File: src/rtl/program_counter_fetch.sv
// Program counter and instruction-fetch sequencer: issues req/ack fetches to
// instruction memory, delivers instructions to decode and squashes wrong-path fetches on jumps.
module program_counter_fetch #(
  parameter int                    ADDR_WIDTH   = 16,
  parameter logic [ADDR_WIDTH-1:0] RESET_VECTOR = '0
) (
  input  logic                  clk,
  input  logic                  rst_n,
  input  logic                  stall,
  input  logic                  jump_valid,
  input  logic [ADDR_WIDTH-1:0] jump_offset,
  output logic                  fetch_req,
  output logic [ADDR_WIDTH-1:0] fetch_addr,
  input  logic                  fetch_ack,
  input  logic [ADDR_WIDTH-1:0] fetch_data,
  output logic                  instr_valid,
  output logic [ADDR_WIDTH-1:0] instr_out,
  output logic [ADDR_WIDTH-1:0] pc_out
);

  typedef enum logic [1:0] {IDLE, FETCH, HOLD} state_t;

  state_t                state, state_nxt;
  logic [ADDR_WIDTH-1:0] pc, pc_nxt;
  logic [ADDR_WIDTH-1:0] last_pc, last_pc_nxt;
  logic [ADDR_WIDTH-1:0] pending_target, pending_target_nxt;
  logic                  pending_jump, pending_jump_nxt;
  logic                  instr_valid_nxt;
  logic [ADDR_WIDTH-1:0] instr_nxt;
  logic [ADDR_WIDTH-1:0] target;

  // Jumps are relative to the last delivered instruction, not the fetch address.
  assign target     = last_pc + jump_offset;
  assign fetch_addr = pc;
  assign pc_out     = last_pc;

  always_ff @(posedge clk or negedge rst_n) begin
    if (!rst_n) begin
      state          <= IDLE;
      pc             <= RESET_VECTOR;
      last_pc        <= RESET_VECTOR;
      pending_jump   <= 1'b0;
      pending_target <= '0;
      instr_valid    <= 1'b0;
      instr_out      <= '0;
    end else begin
      state          <= state_nxt;
      pc             <= pc_nxt;
      last_pc        <= last_pc_nxt;
      pending_jump   <= pending_jump_nxt;
      pending_target <= pending_target_nxt;
      instr_valid    <= instr_valid_nxt;
      instr_out      <= instr_nxt;
    end
  end

  always_comb begin
    state_nxt          = state;
    pc_nxt             = pc;
    last_pc_nxt        = last_pc;
    pending_jump_nxt   = pending_jump;
    pending_target_nxt = pending_target;
    instr_valid_nxt    = 1'b0;
    instr_nxt          = instr_out;
    fetch_req          = 1'b0;
    unique case (state)
      IDLE: state_nxt = stall ? HOLD : FETCH;
      FETCH: begin
        fetch_req = 1'b1;
        if (fetch_ack) begin
          state_nxt        = stall ? HOLD : FETCH;
          pending_jump_nxt = 1'b0;
          // A jump arriving with the ack beats any jump remembered earlier.
          if (jump_valid) begin
            pc_nxt = target;
          end else if (pending_jump) begin
            pc_nxt = pending_target;
          end else begin
            instr_valid_nxt = 1'b1;
            instr_nxt       = fetch_data;
            last_pc_nxt     = pc;
            pc_nxt          = pc + ADDR_WIDTH'(1);
          end
        end else if (jump_valid) begin
          pending_jump_nxt   = 1'b1;
          pending_target_nxt = target;
        end
      end
      HOLD: begin
        if (jump_valid) pc_nxt = target;
        if (!stall) state_nxt = FETCH;
      end
      default: state_nxt = IDLE;
    endcase
  end

endmodule

File: config.mk
export PLATFORM = sky130hd
export DESIGN_NAME = program_counter_fetch
export DESIGN_NICKNAME = d
export VERILOG_FILES = /design/src/rtl/program_counter_fetch.sv
export SDC_FILE = /design/constraint.sdc
export NUM_CORES = 1
export LEC_CHECK = 0
export BUFFER_PORTS_ARGS = -buffer_cell sky130_fd_sc_hd__clkbuf_2
export CELL_PAD_IN_SITES_DETAIL_PLACEMENT = 1
export CELL_PAD_IN_SITES_GLOBAL_PLACEMENT = 1
export CORE_MARGIN = 1
export CORE_UTILIZATION = 41
export DETAILED_ROUTE_END_ITERATION = 16
export PLACE_DENSITY = 0.84
export SETUP_SLACK_MARGIN = 0.3
export SYNTH_ARGS = -nofsm -noshare
export SYNTH_HDL_FRONTEND = slang
export SYNTH_SLANG_ARGS = --single-unit
File: constraint.sdc
create_clock -name clk -period 2.9 [get_ports clk]
set_input_delay 0.145 -clock clk [delete_from_list [all_inputs] [get_ports clk]]
set_output_delay 0.145 -clock clk [all_outputs]
set_load 0.005 [all_outputs]
# ---- After elaboration in Yosys (flattened, before gate mapping)
# Index checks and enable logic that the tools add are counted.
dict set report word_totals {
  wordCells 41
  in_bits 37
  out_inout_bits 50
  regBits 68
}
dict set report op_classes {
  reduce_logical 8
  n_eq_ne 5
  add_sub_neg 2
  bitwise_logic 3
  muxes 16
}
# cell n
set ops {}
lappend ops {{$mux W16} 4}
lappend ops {{$pmux W16 S2} 1}
lappend ops {{$add A16 B1 Y16 const B} 1}
lappend ops {{$add A16 B16 Y16} 1}
lappend ops {{$mux W1} 7}
lappend ops {{$mux W2} 3}
lappend ops {{$ne A2 B2 Y1 const B} 3}
lappend ops {{$pmux W2 S3} 1}
lappend ops {{$reduce_and A3 Y1} 2}
lappend ops {{$reduce_and A2 Y1} 2}
lappend ops {{$reduce_and A4 Y1} 1}
lappend ops {{$reduce_bool A2 Y1} 2}
lappend ops {{$not A1 Y1} 3}
lappend ops {{$eq A2 B1 Y1 const B} 1}
lappend ops {{$eq A2 B2 Y1 const B} 1}
lappend ops {{$logic_not A2 Y1} 1}

# ---- Longest topological paths before layout
# Gate-level depths: netlist of the first run.
dict set report depth {
  depth_word 5
  ltp_mapped 8
  ltp_nobuf 8
}

# ---- Least setup slack after synthesis of the first run
# Ideal clock, no wire load.
dict set report synth_path {
  kind {flip-flop to flip-flop}
  start {register last_pc[0] (netlist: pc_out[0])}
  end {register pc[14] (netlist: fetch_addr[14])}
  path_stages_with_launch 9
  t_arrival_ps 2194
  n_path_buf 0
  slack_ps 572
  period_less_slack_ps 2328
  cell_sequence {dfrtp_1 ha_1 fa_1 a211o_1 a21oi_2 o211ai_1 a2111o_1 a21oi_1 o31ai_1}
}
dict set report synth_via {
  elab_chain_len 4
}
# item line_no
set synth_lines {}
lappend synth_lines {{start, declared} 25} ;# logic [ADDR_WIDTH-1:0] last_pc, last_pc_nxt;
lappend synth_lines {{start signal, assigned} 49} ;# last_pc <= last_pc_nxt;
lappend synth_lines {{$add A16 B16 Y16 *} 33} ;# assign target = last_pc + jump_offset;
lappend synth_lines {{$mux W16} 74} ;# if (jump_valid) begin
lappend synth_lines {{$mux W16} 70} ;# if (fetch_ack) begin
lappend synth_lines {{$pmux W16 S2 *} 66} ;# unique case (state)
lappend synth_lines {{end signal, assigned} 48} ;# pc <= pc_nxt;
lappend synth_lines {{end, declared} 24} ;# logic [ADDR_WIDTH-1:0] pc, pc_nxt;
# Mark *: on every way between the ends. The rest lies on a longest branch, timed or not. The select of a mux whose other input is x is not followed.
# A chain may end at the register's enable or synchronous reset.

# ---- Worst setup path after layout of the first run
# Same ends and word-level chain as after synthesis.

==> metrics.yaml, run 1 <==
worst_setup_path:
  worst_ep_arrival_time_ps: 2700
  cp_slowest_cell: "a2111o_1"
  crit_path_end_kind: "flop"
  critPathLaunchType: "flop"
  slowest_delay_ps: 410
  path_max_fanout: 3
  required_ps: 3140
  path_class: "flop to flop"
  path_cells: "ha_1 -> fa_2 -> a211o_1 -> a21oi_4 -> o211ai_1 -> a2111o_1 -> a21oi_1 -> o31ai_1"
  reg2reg_depth: 8
  rrSetupSlack_ps: 440
synthesis:
  synthMuxAreaShare: 0.06191
  synth_xor_area_frac: 0.04643
  synth_fp_nets: 475
  synth_top_family_by_area: "simple AND/OR/NAND/NOR gates"
  synthesis.area_sq_um: 3961
  async_flop_share: 1.000
  synth_seq_cells: 68
  synth_compound_area_frac: 0.1778
  ys.flop_type: "dfrtp_1"
  synth_area_per_cell_sq_um: 9.409
  ys.warnings.count: 0
  synthAdderAreaFrac: 0.05559
  synth_edf_count: 0
  synthCells: 421
  ys_types: 65
  ys_seq_area_frac: 0.4296
  synthSimpleGateAreaFrac: 0.1943
layout:
  finalNonFillerCells: 658
  areaGrowthSynthToFinish_pct: 23.06
  num_antenna_cells: 0
  drive_gt1_frac: 0.2798
  layout.nets: 578
sta:
  final_hold_viol_count: 0
  setup_viol: 0
  fin_crit_sh: 0.8469
  tightest_slew_ps: 950.3
  fin_skew_ps: 12.99
  tns_ps: 0
  slew_headroom: 0.3641
  setup_ws_ps: 444.0
  fmax_ghz: 0.4072
  drv_slew: 0
  rsz0062_at_grt: "no"
  holdWs_ps: 4.684
  finalWorstPathRequiredPeriod_ps: 2456
floorplanning:
  ios: 87
  core_sq_um: 9284
  die_area_sq_um: 10060
  dieWidth_um: 100.3
  rows: 35
  start_util: 0.4267
  die_y_um: 100.3
clocking:
  clock_path_buffers: 2
  cts_tree: "yes"
  post_cts_buffers: 0
  htree_levels: 3
  insertion_delay_ps: 360
  cts_made_buffers: 9
  clk_pin_slew_worst_paths_ps: 90
  cts.root.buffer_cell: "clkbuf_8"
  cts.sinks: 68
run:
  cap_violations: 0
power_and_ir_drop:
  powerDensity_nw_per_um2: 1011
  leakage_nw: 2.323
  seq_power_share: 0.364
  ir_drop_mv: 0.4306
  clock_power_share: 0.168
  intPower_mw: 2.809
  p_switching_mw: 2.121
  power_frac_comb: 0.468
  switching_share: 0.4303
placement:
  dp_slack_ps: 354.8
  dp_cells: 626
  place.gp.congestion: 0.8241
  place.port_buffers: 86
  hpwlAfterDp_um: 8737
global_routing:
  overflow: 0
  grt_max_degree: 34
  grt_use_total: 0.2576
  grt_pass1_wl_um: 19840
  grt_pass1_vias: 3874
  antenna_found_initial: 0
detailed_routing:
  vias: 3651
  ant_nets: 0
  wire_per_inst_um: 18.66
  route.detailed.drc: 0
  wirelength_um: 12280
  via_per_inst: 5.549
  drtIter0Drc: 151
  drt_pass1_iterations: 4
worst_hold_path:
  hold_path.class: "input pin to flop"
  holdPathStages: 3
status:
  outcome: "finished, final reports clean"
==> through the flow <==
| step | instance area, sq um | util | total power, mW |
|---|---|---|---|
| floorplan | 3961 | - | 3.229 |
| global placement | 4507 | 0.4854 | 3.887 |
| detailed placement | 4507 | 0.4854 | 4.043 |
| CTS | 4865 | 0.5240 | 4.905 |
| global route | 4875 | 0.5251 | 5.278 |
| finish | 4875 | 0.5251 | 4.930 |
==> final timing paths <==
path                                          start                          to
min in group asynchronous                     rst_n    instr_out[3]$_DFFE_PN0P_
max                           pc_out[0]$_DFFE_PN0P_  fetch_addr[14]$_DFFE_PN0P_
min reg2reg                instr_out[3]$_DFFE_PN0P_    instr_out[3]$_DFFE_PN0P_
max reg2reg                   pc_out[0]$_DFFE_PN0P_  fetch_addr[14]$_DFFE_PN0P_
max in group asynchronous                     rst_n  fetch_addr[10]$_DFFE_PN0P_
min                                   fetch_data[0]    instr_out[0]$_DFFE_PN0P_
==> kinds of logic after synthesis <==
logic type                 after synthesis
adders and majority gates               17
and+or+nand+nor                        169
AOI/OAI and AO/OA                      100
muxes                                   22
buffers and inverters                   24
DFF                                     68
xor gates and xnor gates                21
==> flip-flops by register name (all words and copies together) (netlist names) <==
name,flops
fetch_addr,16
instr_out,16
pc_out,16
pending_target,16
state,2
instr_valid,1
pending_jump,1
==> cells in the mapped netlist, types with 9 or more instances <==
master    count  area (sq um)
a21oi_1      20         100.1
clkbuf_1      9         33.78
dfrtp_1      68          1702
ha_1         16         200.2
mux2_2       20         225.2
nand2_1      93         349.1
nand3_1      14         70.07
nor2_1       18         67.56
nor3_1       10         50.05
o21ai_0      26         130.1
xnor2_1       9         78.83
xor2_1       12         105.1
==> worst max-delay path, delay by kind of cell, from the launching register on <==
family / cells / cell delay, ps
AO/OA/AOI/OAI: 6 / 1340
flip-flops: 1 / 400
adder cells (fa/ha/maj): 2 / 610
==> power by group through the flow <==
stage / clock, mW / combinational (mW) / sequential, mW
after CTS: 0.833 / 2.28 / 1.79
after detailed placement: 0 / 2.24 / 1.81
after global routing: 0.872 / 2.54 / 1.86
final: 0.828 / 2.31 / 1.79
after floorplan: 0 / 1.52 / 1.71
after global placement: 0 / 2.12 / 1.77
==> area by class of cell <==
class / instances / area, sq um
clock inverter: 7 / 73.82
multi-input combinational: 329 / 2133
sequential: 68 / 1702
tap: 129 / 161.4
fill: 1111 / 4409
clock buffer: 9 / 123.9
inverter: 4 / 15.01
timing repair buffer: 112 / 665.6
==> cell usage in the layout (no fill, tap or decap), drive strengths merged, types with 2 or more instances in the layout <==
master       synthesis  layout
and4                 4       4
clkinv               1       4
inv                  3       5
a311oi               2       2
clkbuf              10      94
xor2                12      12
nor4                 3       3
a21o                 4       4
xnor2                9       9
a31oi                2       2
nand3               14      14
and2                 3       3
or3                  2       2
mux2i                2       2
nand2               93      93
nand4                3       3
dlygate4sd3          0      16
o211a                2       2
nand2b               5       5
nand3b               2       2
a211oi               3       3
o21a                 4       4
a22o                 2       2
buf                  9      11
nor2                18      18
dfrtp               68      68
o211ai               6       6
ha                  16      16
o21bai               2       2
o21ai               32      32
nor3                10      10
a21oi               24      24
nor2b                3       3
a22oi                4       4
o221ai               3       3
mux2                20      20
or2                  2       2
and3                 5       5
==> per-layer routing <==
| metal | vias up | part of all wire | routed length (um) | GRT usage |
|---|---|---|---|---|
| met5 | - | 0 | 0 | 0 |
| met4 | 0 | 0.023 | 287 | 0.1003 |
| met3 | 23 | 0.031 | 375 | 0.03064 |
| met2 | 95 | 0.50 | 6121 | 0.4468 |
| met1 | 1826 | 0.45 | 5490 | 0.3281 |
| li1 | 1707 | - | - | - |
==> timing repair <==
| action | 4_1_cts | 5_1_grt |
|---|---|---|
| setup endpoints to repair | 0 | 4 |
| hold buffers | 16 | 0 |
| gates resized for setup | 0 | 2 |
| endpoints found under the hold margin | 31 | 0 |
Note: power is estimated with default switching activity, not from simulation.
==> run 2: changes to the inputs <==
- clock period: 2.9 -> 2.5 ns (I/O delays scaled with it)
==> metrics.yaml, run 2 (synthesis results as in run 1) <==
detailed_routing:
  route.detailed.drc: 0  # unchanged
  vias: 3879  # was 3651
  drt_pass1_iterations: 4  # unchanged
  ant_nets: 0  # unchanged
  wire_per_inst_um: 21.48  # was 18.66 um
  wirelength_um: 14460  # was 12280 um
  drtIter0Drc: 206  # was 151
  via_per_inst: 5.764  # was 5.549
floorplanning:
  die_area_sq_um: 10060  # unchanged
  start_util: 0.4267  # unchanged
  ios: 87  # unchanged
  dieWidth_um: 100.3  # unchanged
  core_sq_um: 9284  # unchanged
  rows: 35  # unchanged
  die_y_um: 100.3  # unchanged
clocking:
  htree_levels: 3  # unchanged
  clk_pin_slew_worst_paths_ps: 90  # about the same
  cts_tree: "yes"  # unchanged
  clock_path_buffers: 2  # unchanged
  cts.sinks: 68  # unchanged
  insertion_delay_ps: 350  # was 360 ps
  cts_made_buffers: 9  # unchanged
  cts.root.buffer_cell: "clkbuf_8"  # unchanged
worst_setup_path:
  slowest_delay_ps: 450  # was 410 ps
  required_ps: 2710  # was 3140 ps
  worst_ep_arrival_time_ps: 2790  # was 2700 ps
  cp_slowest_cell: "dfrtp_1"  # was a2111o_1
  crit_buf_inv: 1  # was 0
  crit_family: "compound AO/OA/AOI/OAI gates"  # unchanged
  crit_path_end_kind: "flop"  # unchanged
  path_cells: "ha_4 -> fa_2 -> a211o_1 -> a21oi_4 -> buf_6 -> o21ai_2 -> a311oi_2 -> xor2_2 -> o21ai_1"  # was ha_1 -> fa_2 -> a211o_1 -> a21oi_4 -> o211ai_1 -> a2111o_1 -> a21oi_1 -> o31ai_1
  path_class: "flop to flop"  # unchanged
  critical_path_depth: 9  # was 8
  path_max_fanout: 3  # unchanged
  reg2reg_depth: 9  # was 8
  critPathLaunchType: "flop"  # unchanged
sta:
  drv_slew: 0  # unchanged
  finalWorstPathRequiredPeriod_ps: 2573  # was 2456 ps
  final_hold_viol_count: 0  # unchanged
  holdWs_ps: 82.20  # was 4.684 ps
  tightest_slew_ps: 621.7  # was 950.3 ps
  setup_ws_ps: -73.06  # was 444.0 ps
  tns_ps: -148.2  # was 0 ps
  fmax_ghz: 0.3886  # was 0.4072 GHz
  rsz0062_at_grt: "yes"  # was no
  slew_headroom: 0.5851  # was 0.3641
  fin_crit_sh: 1.029  # was 0.8469
  fin_skew_ps: 18.19  # was 12.99 ps
  setup_viol: 3  # was 0
global_routing:
  grt_max_degree: 69  # was 34
  grt_pass1_wl_um: 21240  # was 19840 um
  antenna_found_initial: 0  # unchanged
  grt_use_total: 0.2759  # was 0.2576
  grt_pass1_vias: 4033  # was 3874
  overflow: 0  # unchanged
layout:
  final_cell_mix: "92 x nand2_1, 85 x clkbuf_2, 68 x dfrtp_1"  # was 93 x nand2_1, 85 x clkbuf_2, 68 x dfrtp_1
  layout.nets: 593  # was 578
  drive_gt1_frac: 0.3456  # was 0.2798
  areaGrowthSynthToFinish_pct: 32.63  # was 23.06%
  layout_commonest_cell: "nand2_1"  # unchanged
  finalNonFillerCells: 673  # was 658
  num_antenna_cells: 0  # unchanged
  n_fill_cell: 1079  # was 1111
placement:
  dp_cells: 626  # unchanged
  hpwlAfterDp_um: 8369  # was 8737 um
  place.gp.congestion: 0.8479  # was 0.8241
  place.port_buffers: 86  # unchanged
power_and_ir_drop:
  ir_drop_mv: 0.5541  # was 0.4306 mV
  leakage_nw: 2.435  # was 2.323 nW
  powerDensity_nw_per_um2: 1242  # was 1011 nW/um^2
worst_hold_path:
  hold_path.class: "input pin to flop"  # unchanged
  holdPathStages: 2  # was 3
status:
  outcome: "finished with violations"  # was finished, final reports clean
  violations: "setup timing"
run:
  cap_violations: 0  # unchanged
==> run 2: path summary, 6_finish.rpt <==
check	end	from	slack [ps]
hold reg to reg	instr_out[0]$_DFFE_PN0P_	instr_out[0]$_DFFE_PN0P_	480
min in group asynchronous	instr_out[8]$_DFFE_PN0P_	rst_n	360
setup / recovery	pending_target[12]$_DFFE_PN0P_	pc_out[0]$_DFFE_PN0P_	-70
setup reg to reg	pending_target[12]$_DFFE_PN0P_	pc_out[0]$_DFFE_PN0P_	-70
hold / removal	pending_jump$_DFFE_PN0P_	fetch_ack	80
max in group asynchronous	fetch_addr[5]$_DFFE_PN0P_	rst_n	1820
==> run 2: area by class of cell <==
class | count | area, sq um | area share
Sequential cell | 68 | 1702 | 0.3239
Multi-Input combinational cell | 329 | 2361 | 0.4494
Clock inverter | 6 | 87.58 | 0.01667
Timing Repair Buffer | 127 | 799.5 | 0.1522
Inverter | 4 | 15.01 | 0.002858
Clock buffer | 10 | 127.6 | 0.02429
Tap cell | 129 | 161.4 | 0.03072
==> run 2: power by group <==
group	leakage, nW	switching [mW]	internal (mW)
Sequential	0.840	0.545	1.58
Clock	0.111	0.470	0.565
Combinational	1.48	1.81	1.55
Total	2.43	2.83	3.70
==> run 2: per-layer routing <==
layer,routed length [um],track usage
met1,5744,0.3476
met2,7384,0.4636
met3,815,0.04457
met4,515,0.1293
met5,0,0
==> run 2: metrics by stage <==
stage	instance area [sq um]	setup WS (ps)	utilization	power, mW
floorplan	3964	265.8	-	3.748
global placement	4522	124.8	0.4871	4.518
detailed placement	4522	59.20	0.4871	4.682
CTS	5077	81.49	0.5469	6.022
global route	5254	-96.57	0.5659	6.884
finish	5254	-73.06	0.5659	6.525
==> run 2: what timing repair did <==
action,4_1_cts,5_1_grt
buffers inserted,7,6
endpoints found under the hold margin,85,0
resized for setup,19,27
pin swaps,9,17
setup endpoints to repair,12,17
hold buffers,18,0
==> run 3: changes to the inputs <==
- CORE_ASPECT_RATIO: unset -> 2
- CTS_CLUSTER_SIZE: unset -> 16
==> metrics.yaml, run 3 (synthesis results as in run 1) <==
power_and_ir_drop:
  intPower_mw: 3.771  # was 3.698 mW
  clock_power_share: 0.208  # was 0.159
  ir_drop_mv: 0.5849  # was 0.5541 mV
  seq_power_share: 0.329  # was 0.326
  powerDensity_nw_per_um2: 1238  # was 1242 nW/um^2
  switching_share: 0.4027  # was 0.4333
  leakage_nw: 2.419  # was 2.435 nW
  p_switching_mw: 2.542  # was 2.827 mW
  p_total_mw: 6.313  # was 6.525 mW
  power_frac_comb: 0.462  # was 0.515
global_routing:
  grt_pass1_wl_um: 20630  # was 21240 um
  overflow: 0  # unchanged
  antenna_found_initial: 0  # unchanged
  grt_use_total: 0.2691  # was 0.2759
  grt_max_degree: 35  # was 69
  grt_pass1_vias: 4131  # was 4033
status:
  violations: "hold timing"  # was setup timing
  outcome: "finished with violations"  # unchanged
layout:
  stdcell_area_sq_um: 5100  # was 5254 sq um
  drive_gt1_frac: 0.3171  # was 0.3456
  final_cell_mix: "92 x nand2_1, 85 x clkbuf_2, 68 x dfrtp_1"  # unchanged
  areaGrowthSynthToFinish_pct: 28.74  # was 32.63%
  layout_commonest_cell: "nand2_1"  # unchanged
  n_fill_cell: 1084  # was 1079
  layout.nets: 582  # was 593
  num_antenna_cells: 0  # unchanged
  fin_util: 0.5435  # was 0.5659
  finalNonFillerCells: 637  # was 673
floorplanning:
  die_area_sq_um: 10080  # was 10060 sq um
  start_util: 0.4221  # was 0.4267
  core_sq_um: 9384  # was 9284 sq um
  ios: 87  # unchanged
  die_y_um: 141.0  # was 100.3 um
  rows: 50  # was 35
  dieWidth_um: 71.51  # was 100.3 um
clocking:
  insertion_delay_ps: 340  # was 350 ps
  cts.sinks: 68  # unchanged
  clock_path_buffers: 2  # unchanged
  clk_pin_slew_worst_paths_ps: 60  # was 90 ps
  cts.root.buffer_cell: "clkbuf_16"  # was clkbuf_8
  cts_tree: "yes"  # unchanged
  htree_levels: 3  # unchanged
  cts_made_buffers: 9  # unchanged
sta:
  fin_crit_sh: 0.9218  # was 1.029
  fmax_ghz: 0.4339  # was 0.3886 GHz
  final_hold_viol_count: 2  # was 0
  tightest_slew_ps: 816.8  # was 621.7 ps
  finalWorstPathRequiredPeriod_ps: 2304  # was 2573 ps
  drv_slew: 0  # unchanged
  holdWs_ps: -2.475  # was 82.20 ps
  setup_viol: 0  # was 3
  slew_headroom: 0.4555  # was 0.5851
  tns_ps: 0  # was -148.2 ps
  rsz0062_at_grt: "yes"  # unchanged
  fin_skew_ps: 4.187  # was 18.19 ps
placement:
  hpwlAfterDp_um: 8830  # was 8369 um
  place.port_buffers: 86  # unchanged
  place.gp.congestion: 0.8942  # was 0.8479
  dp_cells: 600  # was 626
  placed_area_sq_um: 4483  # was 4522 sq um
detailed_routing:
  route.detailed.drc: 0  # unchanged
  routed.top_layer: "met4"  # unchanged
  dr_wl_met3_um: 516  # was 815 um
  wirelength_um: 12650  # was 14460 um
  drt_pass1_iterations: 4  # unchanged
  ant_nets: 0  # unchanged
  route.met2.wl_um: 7000  # was 7384 um
  drtIter0Drc: 205  # was 206
  via_per_inst: 5.863  # was 5.764
  wl_met1_um: 4523  # was 5744 um
  wire_per_inst_um: 19.86  # was 21.48 um
  vias: 3735  # was 3879
worst_setup_path:
  crit_path_end_kind: "flop"  # unchanged
  cp_slowest_cell: "a2111o_1"  # was dfrtp_1
  endpoint: "fetch_addr[14]$_DFFE_PN0P_"  # was pending_target[12]$_DFFE_PN0P_
  path_cells: "ha_2 -> fa_2 -> a211o_1 -> a21oi_2 -> o211ai_1 -> a2111o_1 -> a21oi_1 -> o31ai_1"  # was ha_4 -> fa_2 -> a211o_1 -> a21oi_4 -> buf_6 -> o21ai_2 -> a311oi_2 -> xor2_2 -> o21ai_1
  path_class: "flop to flop"  # unchanged
  critPathLaunchType: "flop"  # unchanged
  r2r-start: "pc_out[0]$_DFFE_PN0P_"  # unchanged
  critical_path_depth: 8  # was 9
  required_ps: 2730  # was 2710 ps
  critical_path.startpoint: "pc_out[0]$_DFFE_PN0P_"  # unchanged
  rr_endpoint: "fetch_addr[14]$_DFFE_PN0P_"  # was pending_target[12]$_DFFE_PN0P_
  crit_family: "compound AO/OA/AOI/OAI gates"  # unchanged
  path_max_fanout: 3  # unchanged
  rrSetupSlack_ps: 200  # was -70 ps
  reg2reg_depth: 8  # was 9
  slowest_delay_ps: 410  # was 450 ps
  crit_buf_inv: 0  # was 1
  worst_ep_arrival_time_ps: 2530  # was 2790 ps
worst_hold_path:
  hold_path.class: "input pin to flop"  # unchanged
run:
  cap_violations: 0  # unchanged
## run 3: per-stage QoR
| stage | setup WS, ps | hold WS (ps) |
|---|---|---|
| 6_report | 195.5 | -2.475 |
| 5_1_grt | 113.9 | 19.91 |
| 4_1_cts | 170.0 | 0.1322 |
| 3_5_place_dp | 132.6 | 267.1 |
| 3_3_place_gp | 168.1 | 248.9 |
| 2_1_floorplan | 265.8 | -170.6 |
## run 3: final cells by class
type	instances	area, sq um	share of cell area
Multi-Input combinational cell	329	2240	0.4392
Sequential cell	68	1702	0.3337
Timing Repair Buffer	116	709.4	0.1391
Clock buffer	12	256.5	0.05029
Tap cell	104	130.1	0.02552
Clock inverter	4	47.55	0.009323
Inverter	4	15.01	0.002944
## run 3: per-layer routing
| metal | vias to the layer above | global-route usage |
|---|---|---|
| li1 | 1714 | - |
| met2 | 130 | 0.4972 |
| met1 | 1851 | 0.2747 |
| met5 | - | 0 |
| met4 | 0 | 0.1631 |
| met3 | 40 | 0.04503 |
## run 3: worst min-delay path by stage
stage / startpoint / to / slack [ps] / depth (start not counted)
floorplan: rst_n / fetch_addr[0]$_DFFE_PN0P_ / -170 / 0
global placement: rst_n / instr_out[1]$_DFFE_PN0P_ / 250 / 1
detailed placement: rst_n / instr_out[1]$_DFFE_PN0P_ / 270 / 1
CTS: fetch_data[7] / instr_out[7]$_DFFE_PN0P_ / 0.1 / 3
global route: fetch_data[14] / instr_out[14]$_DFFE_PN0P_ / 20 / 3
finish: fetch_data[7] / instr_out[7]$_DFFE_PN0P_ / -2 / 3
## run 3: power groups by stage
stage | registers [mW] | clock network, mW | logic (mW)
after CTS | 2.07 | 1.32 | 2.79
after global routing | 2.15 | 1.36 | 3.21
after detailed placement | 2.08 | 0 | 2.59
final | 2.08 | 1.31 | 2.92
after global placement | 2.04 | 0 | 2.48
after floorplan | 1.99 | 0 | 1.76
## run 3: repair_timing
item                                    CTS  global route
endpoints found under the setup margin   14            16
gates resized for setup                  10            16
endpoints found under the hold margin    46             0
buffers inserted                          3             3
hold buffers                             15             0
pin swaps                                 7             6
## run 3: worst register-to-register path: cells and delay by family (launching register included)
family	cells	cell delay [ps]
adder cells (fa/ha/maj)	2	550
AO/OA/AOI/OAI	6	1260
flip-flops	1	390
